===== src/rtl/result_tx_pkg.sv =====
// Shared types and default sizing for the result vector serializer.
package result_tx_pkg;

    localparam int D_MODEL_DEF    = 64;
    localparam int DATA_WIDTH_DEF = 16;
    localparam int IDX_W          = $clog2(D_MODEL_DEF + 1);

    typedef enum logic {
        IDLE,
        SEND
    } state_t;

    typedef logic [DATA_WIDTH_DEF-1:0] word_t;

endpackage


===== src/rtl/result_stream_tx.sv =====
// Captures one D_MODEL-element result vector and streams it word by word over valid/ready.
// Define RESULT_TX_CHECKSUM_EN to append an XOR checksum word to every frame.
module result_stream_tx
    import result_tx_pkg::*;
#(
    parameter int D_MODEL    = D_MODEL_DEF,
    parameter int DATA_WIDTH = DATA_WIDTH_DEF
) (
    input  logic                          clk,
    input  logic                          rst_n,
    input  logic                          vec_valid_in,
    input  logic [D_MODEL*DATA_WIDTH-1:0] vec_data_in,
    output logic                          vec_ready_out,
    output logic [DATA_WIDTH-1:0]         spi_word_out,
    output logic                          spi_word_valid_out,
    input  logic                          spi_word_ready_in,
    output logic                          spi_word_last_out,
    output logic                          busy_out,
    output logic                          frame_done_out
);

`ifdef RESULT_TX_CHECKSUM_EN
    localparam int IW = $clog2(D_MODEL + 1);
    localparam logic [IW-1:0] CSUM_IDX = IW'(D_MODEL);
`else
    localparam int IW = $clog2(D_MODEL);
`endif
    localparam logic [IW-1:0] LAST_DATA_IDX = IW'(D_MODEL - 1);

    state_t                          state_q, state_d;
    logic [IW-1:0]                   idx_q, idx_d, idx_inc;
    logic [D_MODEL*DATA_WIDTH-1:0]   shadow_q, shadow_d;
    logic [DATA_WIDTH-1:0]           word_q, word_d;
    logic                            valid_q, valid_d;
    logic                            last_q, last_d;
    logic                            ready_q, ready_d;
    logic                            busy_q, busy_d;
    logic                            done_q, done_d;
    logic                            frame_end;
`ifdef RESULT_TX_CHECKSUM_EN
    logic [DATA_WIDTH-1:0]           csum_q, csum_d;
`endif

    // NOTE: every variable gets a default before the case, so no path can infer a latch.
    always_comb begin
        state_d  = state_q;
        idx_d    = idx_q;
        shadow_d = shadow_q;
        word_d   = word_q;
        valid_d  = valid_q;
        last_d   = last_q;
        ready_d  = ready_q;
        busy_d   = busy_q;
        done_d   = 1'b0;
        idx_inc  = idx_q + 1'b1;
`ifdef RESULT_TX_CHECKSUM_EN
        csum_d    = csum_q;
        frame_end = (idx_q == CSUM_IDX);
`else
        frame_end = (idx_q == LAST_DATA_IDX);
`endif

        unique case (state_q)
            IDLE: begin
                if (vec_valid_in && ready_q) begin
                    state_d  = SEND;
                    shadow_d = vec_data_in;
                    idx_d    = '0;
                    word_d   = vec_data_in[DATA_WIDTH-1:0];
                    valid_d  = 1'b1;
                    last_d   = 1'b0;
                    ready_d  = 1'b0;
                    busy_d   = 1'b1;
`ifdef RESULT_TX_CHECKSUM_EN
                    csum_d   = '0;
`endif
                end
            end
            SEND: begin
                if (valid_q && spi_word_ready_in) begin
                    if (frame_end) begin
                        state_d = IDLE;
                        idx_d   = '0;
                        word_d  = '0;
                        valid_d = 1'b0;
                        last_d  = 1'b0;
                        ready_d = 1'b1;
                        busy_d  = 1'b0;
                        done_d  = 1'b1;
                    end else begin
                        idx_d = idx_inc;
`ifdef RESULT_TX_CHECKSUM_EN
                        csum_d = csum_q ^ word_q;
                        if (idx_q == LAST_DATA_IDX) begin
                            // Checksum word folds in the data word being accepted now.
                            word_d = csum_q ^ word_q;
                            last_d = 1'b1;
                        end else begin
                            word_d = shadow_q[idx_inc*DATA_WIDTH +: DATA_WIDTH];
                            last_d = 1'b0;
                        end
`else
                        word_d = shadow_q[idx_inc*DATA_WIDTH +: DATA_WIDTH];
                        last_d = (idx_inc == LAST_DATA_IDX);
`endif
                    end
                end
            end
            default: state_d = IDLE;
        endcase
    end

    // NOTE: sequential state uses non-blocking assignments only; the shadow register is
    // reset as well so a fresh device never presents stale data.
    always_ff @(posedge clk or negedge rst_n) begin
        if (!rst_n) begin
            state_q  <= IDLE;
            idx_q    <= '0;
            shadow_q <= '0;
            word_q   <= '0;
            valid_q  <= 1'b0;
            last_q   <= 1'b0;
            ready_q  <= 1'b1;
            busy_q   <= 1'b0;
            done_q   <= 1'b0;
`ifdef RESULT_TX_CHECKSUM_EN
            csum_q   <= '0;
`endif
        end else begin
            state_q  <= state_d;
            idx_q    <= idx_d;
            shadow_q <= shadow_d;
            word_q   <= word_d;
            valid_q  <= valid_d;
            last_q   <= last_d;
            ready_q  <= ready_d;
            busy_q   <= busy_d;
            done_q   <= done_d;
`ifdef RESULT_TX_CHECKSUM_EN
            csum_q   <= csum_d;
`endif
        end
    end

    assign vec_ready_out      = ready_q;
    assign spi_word_out       = word_q;
    assign spi_word_valid_out = valid_q;
    assign spi_word_last_out  = last_q;
    assign busy_out           = busy_q;
    assign frame_done_out     = done_q;

endmodule


===== config.mk =====
export PLATFORM = sky130hd
export DESIGN_NAME = result_stream_tx
export DESIGN_NICKNAME = d
export VERILOG_FILES = /design/src/rtl/result_tx_pkg.sv /design/src/rtl/result_stream_tx.sv
export SDC_FILE = /design/constraint.sdc
export NUM_CORES = 2
export LEC_CHECK = 0
export BUFFER_PORTS_ARGS = -buffer_cell sky130_fd_sc_hd__buf_2
export CELL_PAD_IN_SITES_DETAIL_PLACEMENT = 1
export CELL_PAD_IN_SITES_GLOBAL_PLACEMENT = 1
export CORE_AREA = 3 3 405 407
export DETAILED_ROUTE_END_ITERATION = 7
export DIE_AREA = 0 0 408 410
export PLACE_DENSITY = 0.73
export SYNTH_ARGS = -nofsm -noshare
export SYNTH_HDL_FRONTEND = slang
export SYNTH_SLANG_ARGS = --single-unit

===== constraint.sdc =====
create_clock -name clk -period 5.48 [get_ports clk]
set_clock_uncertainty 0.05 [all_clocks]
set_input_delay 0.274 -clock clk [delete_from_list [all_inputs] [get_ports clk]]
set_output_delay 0.274 -clock clk [all_outputs]
set_load 0.1 [all_outputs]

# After elaboration in Yosys (flattened, before gate mapping)
# Cells that the tools add are included.
totals:
  latch_bits: 0
  out_inout_bits: 21
  regBits: 1051
  romBits: 0
  elab_cells: 47
  input_bits: 1028
  n_memories: 0
  ramBits: 0
classes:
  bitwise_logic: 1
  addsub: 1
  shifts: 1
  n_lt_le_gt_ge: 0
  multipliers: 0
  n_reduce_logical: 5
  n_eq_ne: 5
  muxes: 26
  n_div: 0
ops:
  columns: ["op", "n"]
  rows:
  - ["1024-bit by 11-bit indexed part select with 16-bit output", 1]
  - ["16-bit 2-to-1 mux", 3]
  - ["16-bit one-hot mux with 2 select lines", 1]
  - ["6-bit 2-to-1 mux", 3]
  - ["1-bit 2-to-1 mux", 14]
  - ["6-bit == test (second input constant)", 2]
  - ["6-bit one-hot mux with 2 select lines", 1]
  - ["1-bit one-hot mux with 2 select lines", 4]
  - ["6-bit by 1-bit adder with 6-bit output (second input constant)", 1]
  - ["2-bit by 1-bit inequality test with 1-bit output (second input constant)", 2]
  - ["2-bit AND reduction", 2]
  - ["3-bit AND reduction", 1]
  - ["1-bit logical AND", 2]
  - ["2-bit inequality test (second input constant)", 1]
  - ["1-bit inverter", 1]

# Logic depth before layout (Yosys ltp)
depth:
  word_depth: 5
  mapped_depth: 15
  ltp_nobuf: 7

# Worst setup path before layout
# Ideal clock, no wire load.
synth_timing:
  path_kind: "reg2reg"
  start: "register idx_q[0]"
  end: "register word_q[6] (netlist: spi_word_out[6])"
  path_stages_with_launch: 16
  period_less_slack_ps: 2951
  required_time_ps: 5295
  n_path_buf: 8
  setup_time_ps: 135
  arrival_ps: 2766
  path_slack_ps: 2529
  path_cell_list: "dfrtp_1 -> buf_6 -> buf_6 -> buf_4 -> buf_4 -> inv_1 -> ha_1 -> buf_2 -> buf_2 -> buf_2 -> buf_2 -> mux4_2 -> nand2_1 -> nand4_1 -> nand4_1 -> nand3_1"
synth_between:
  elab_chain_cells: 5
  word_cells_on_any_way: 6
  cone_classes: "add/sub (1); eq/ne (1); shift (1); mux (3)"
synth_lines:
  columns: ["element", "line_no", "source"]
  rows:
  - ["start: declaration", "result_stream_tx.sv:31", "logic [IW-1:0] idx_q, idx_d, idx_inc;"]
  - ["start signal: assignment", "result_stream_tx.sv:131", "idx_q <= idx_d;"]
  - ["6-bit by 1-bit adder with 6-bit output", "result_stream_tx.sv:55", "idx_inc = idx_q + 1'b1;"]
  - ["1024-bit by 11-bit indexed part select with 16-bit output", "result_stream_tx.sv:103", "word_d = shadow_q[idx_inc*DATA_WIDTH +: DATA_WIDTH];"]
  - ["16-bit 2-to-1 mux (*)", "result_stream_tx.sv:81", "if (frame_end) begin"]
  - ["16-bit 2-to-1 mux (*)", "result_stream_tx.sv:80", "if (valid_q && spi_word_ready_in) begin"]
  - ["16-bit one-hot mux with 2 select lines (*)", "result_stream_tx.sv:63", "unique case (state_q)"]
  - ["end signal: assignment", "result_stream_tx.sv:133", "word_q <= word_d;"]
  - ["end: declaration", "result_stream_tx.sv:33", "logic [DATA_WIDTH-1:0] word_q, word_d;"]
# Mark *: on every way between the ends. The rest lies on a longest branch, timed or not. The select of a mux whose other input is x is not followed.
# A chain may end at the register's enable or synchronous reset.

# Final worst setup path
layout_timing:
  start: "register idx_q[0]"
  end: "register word_q[2] (netlist: spi_word_out[2])"
# The elaborated chain is that of the path after synthesis.

==> impl_metrics.tcl <==
set metrics [dict create \
    final-max-slew-violation-count 0 \
    fin_ws_ps 1300 \
    finalHoldViolCount 0 \
    rsz0062_at_grt "false" \
    overflow 0 \
    first_global_vias 55200 \
    path_max_fanout 74 \
    die-area_um2 167000 \
    vias_per_cell 5.36 \
    status "finished, final reports clean" \
    period_minus_slack_ps 4180 \
    min_period_over_period 0.762 \
    crit_path_end_kind "register" \
    vias 50800 \
    dp.cells 8111 \
    io_buffers 1048 \
    antenna_left 0 \
    area_growth_pct 45.9 \
    clk_path_buf_depth 3 \
    cp.required_ps 6030 \
    fp.dieW_um 408 \
    final.setup.tns_ps 0 \
    cts-buffers-inserted 119 \
    hpwl_mm 176 \
    num-nets-final 8130 \
    ir_drop_uv 278 \
    p_int_mw 13.3 \
    cts_tree "built" \
    p_switching_mw 4.29 \
    finalPower_mw 17.6 \
    synth-main-ff-cell "dfrtp_1" \
    synth.distinct_cells 38 \
    syn_inst 5181 \
    synth_async_sr_flop_share 1.00 \
    yosysWarnings 0 \
    p_leak_nw 36.3 \
    io_pins 1049 \
    wl_per_cell_um 30.8 \
    start_util 0.297 \
    dp_slack_ps 1260 \
    chipHeight_um 410 \
    syn_nets 6211 \
    drv_cap 0 \
    drive_gt1_frac 0.218 \
    routed_wl_mm 291 \
    dr.pass1.iters 5 \
    clock-sinks 1051 \
    yosysSeqAreaShare 0.552 \
    insertion_delay_ps 770 \
    root_buffer "clkbuf_16" \
    htree_levels 3 \
    critPathKind "reg -> reg" \
    timing.fmax_ghz 0.239 \
    startpoint_type "register" \
    drtIter0Drc 5257 \
    worstPathArrival_ps 4730 \
    pwr_density_cell_nw_per_um2 254 \
    core_area_um2 161000 \
    place_congestion 0.933 \
    track_usage 0.341 \
    synth_edf_count 0 \
    grt_pass1_wl_mm 408 \
    comb_power_share 0.078 \
    netlist_area_um2 47700 \
    power_frac_seq 0.440 \
    synth_seq_cells 1051 \
    hold_path_class "in -> async" \
    clkTransAtPathRegs_ps 60 \
    swShare 0.243 \
    slew_headroom 0.133 \
    fin_hold_ws_ps 108 \
    fin_cells 9465 \
    grt_max_degree 230 \
    syn_avg_cell_area_um2 9.20 \
    setup_viol 0 \
    tightest_slew_ps 1290 \
    antenna_found_initial 116 \
    drc 0 \
    rows 147 \
    pwr-share-clk 0.482 \
]
==> kinds of logic after synthesis <==
logic type                 count (synthesis)  share of synthesized area
muxes                                    281                      0.128
AOI/OAI and AO/OA                         86                     0.0131
adders and majority gates                  2                   0.000525
buffers and inverters                    335                     0.0311
DFF                                     1051                      0.552
xor gates and xnor gates                   6                    0.00142
and+or+nand+nor                         3420                      0.274
==> area by class of cell <==
| cell class | count | area (um^2) |
|---|---|---|
| Fill cell | 18500 | 91000 |
| Antenna cell | 109 | 273 |
| Clock buffer | 172 | 3460 |
| Timing Repair Buffer | 2130 | 16200 |
| Tap cell | 2160 | 2700 |
| Multi-Input combinational cell | 3795 | 20000 |
| Inverter | 3 | 11.3 |
| Clock inverter | 45 | 584 |
| Sequential cell | 1051 | 26300 |
==> cell usage in the layout, fill, tap and decap left out, types with 4 or more instances in the layout <==
master,instances
o2111ai_1,6
dlygate4sd3_1,1028
clkbuf_16,120
bufinv_16,9
clkbuf_1,26
buf_12,22
a22oi_1,10
a31oi_1,15
buf_4,31
a21oi_1,8
o21ai_0,8
clkinvlp_4,5
mux4_2,264
a32oi_1,11
nor2_1,25
nor3_1,4
nand4_1,27
clkinv_2,21
buf_2,1047
dfrtp_1,1049
a311oi_1,18
clkbuf_8,26
diode_2,109
mux2i_1,17
nand3_1,78
nand2_1,3272
==> metal layers <==
| layer | wire [um] | vias to the layer above | GRT usage |
|---|---|---|---|
| li1 | - | 20500 | - |
| met1 | 104000 | 25700 | 0.389 |
| met2 | 134000 | 3211 | 0.538 |
| met3 | 25200 | 1255 | 0.100 |
| met4 | 27600 | 36 | 0.264 |
| met5 | 237 | - | 0 |
==> repair_timing <==
item | 4_1_cts | 5_1_grt
gates resized for setup | 0 | 0
endpoints found under the hold margin | 1119 | 0
buffers inserted | 0 | 0
hold buffers | 1028 | 0
==> critical path, cell delays in order (launching register included) <==
cell and delay, ps:
dfrtp_4 790, ha_1 520, xor2_4 200, buf_12 410, and2_1 920, a31oi_1 490, nand4_1 450, a31oi_1 140
==> per-stage QoR <==
step            util  area (um^2)
2_1_floorplan      -        47700
6_report       0.433        69600
3_3_place_gp   0.342        54900
3_5_place_dp   0.342        55000
4_1_cts        0.431        69300
5_1_grt        0.433        69500
==> sequential cells by signal (all words and copies together), names as in the netlist <==
signal	count
vec_ready_out	1
spi_word_out	16
shadow_q	1024
frame_done_out	1
spi_word_last_out	1
busy_out	1
state_q	1
idx_q	6
==> power by group through the flow <==
stage          Sequential (mW)  Clock [mW]  Combinational, mW
5_1_grt                   7.75        8.91               1.45
3_5_place_dp              7.90           0              0.671
6_report                  7.76        8.50               1.37
4_1_cts                   7.76        8.45               1.27
2_1_floorplan             7.90           0            0.00838
3_3_place_gp              7.90           0              0.671
==> synth_stat cells (15+ instances only) <==
cell type / n / area, um^2
dfrtp_1: 1050 / 26300
buf_2: 64 / 320
a311oi_1: 18 / 158
buf_1: 25 / 93.8
nor2_1: 27 / 101
nand4_1: 27 / 169
mux2i_1: 17 / 170
nand3_1: 78 / 390
a31oi_1: 15 / 93.8
clkbuf_1: 210 / 788
mux4_2: 264 / 5950
buf_4: 27 / 203
nand2_1: 3272 / 12300
==> final timing paths <==
check / start / endpoint / slack, ps / cells after the start
worst max-delay path: idx_q[0] / spi_word_out[2] / 1300 / 7
worst min-delay path: rst_n / shadow_q[428] / 110 / 2
worst max register to register: idx_q[0] / spi_word_out[2] / 1300 / 7
worst min register to register: shadow_q[912] / shadow_q[912] / 420 / 2
max in group asynchronous: rst_n / idx_q[0] / 3440 / 3
min in group clk: vec_data_in[791] / shadow_q[791] / 200 / 4
Note: power is estimated with default switching activity, not from simulation.
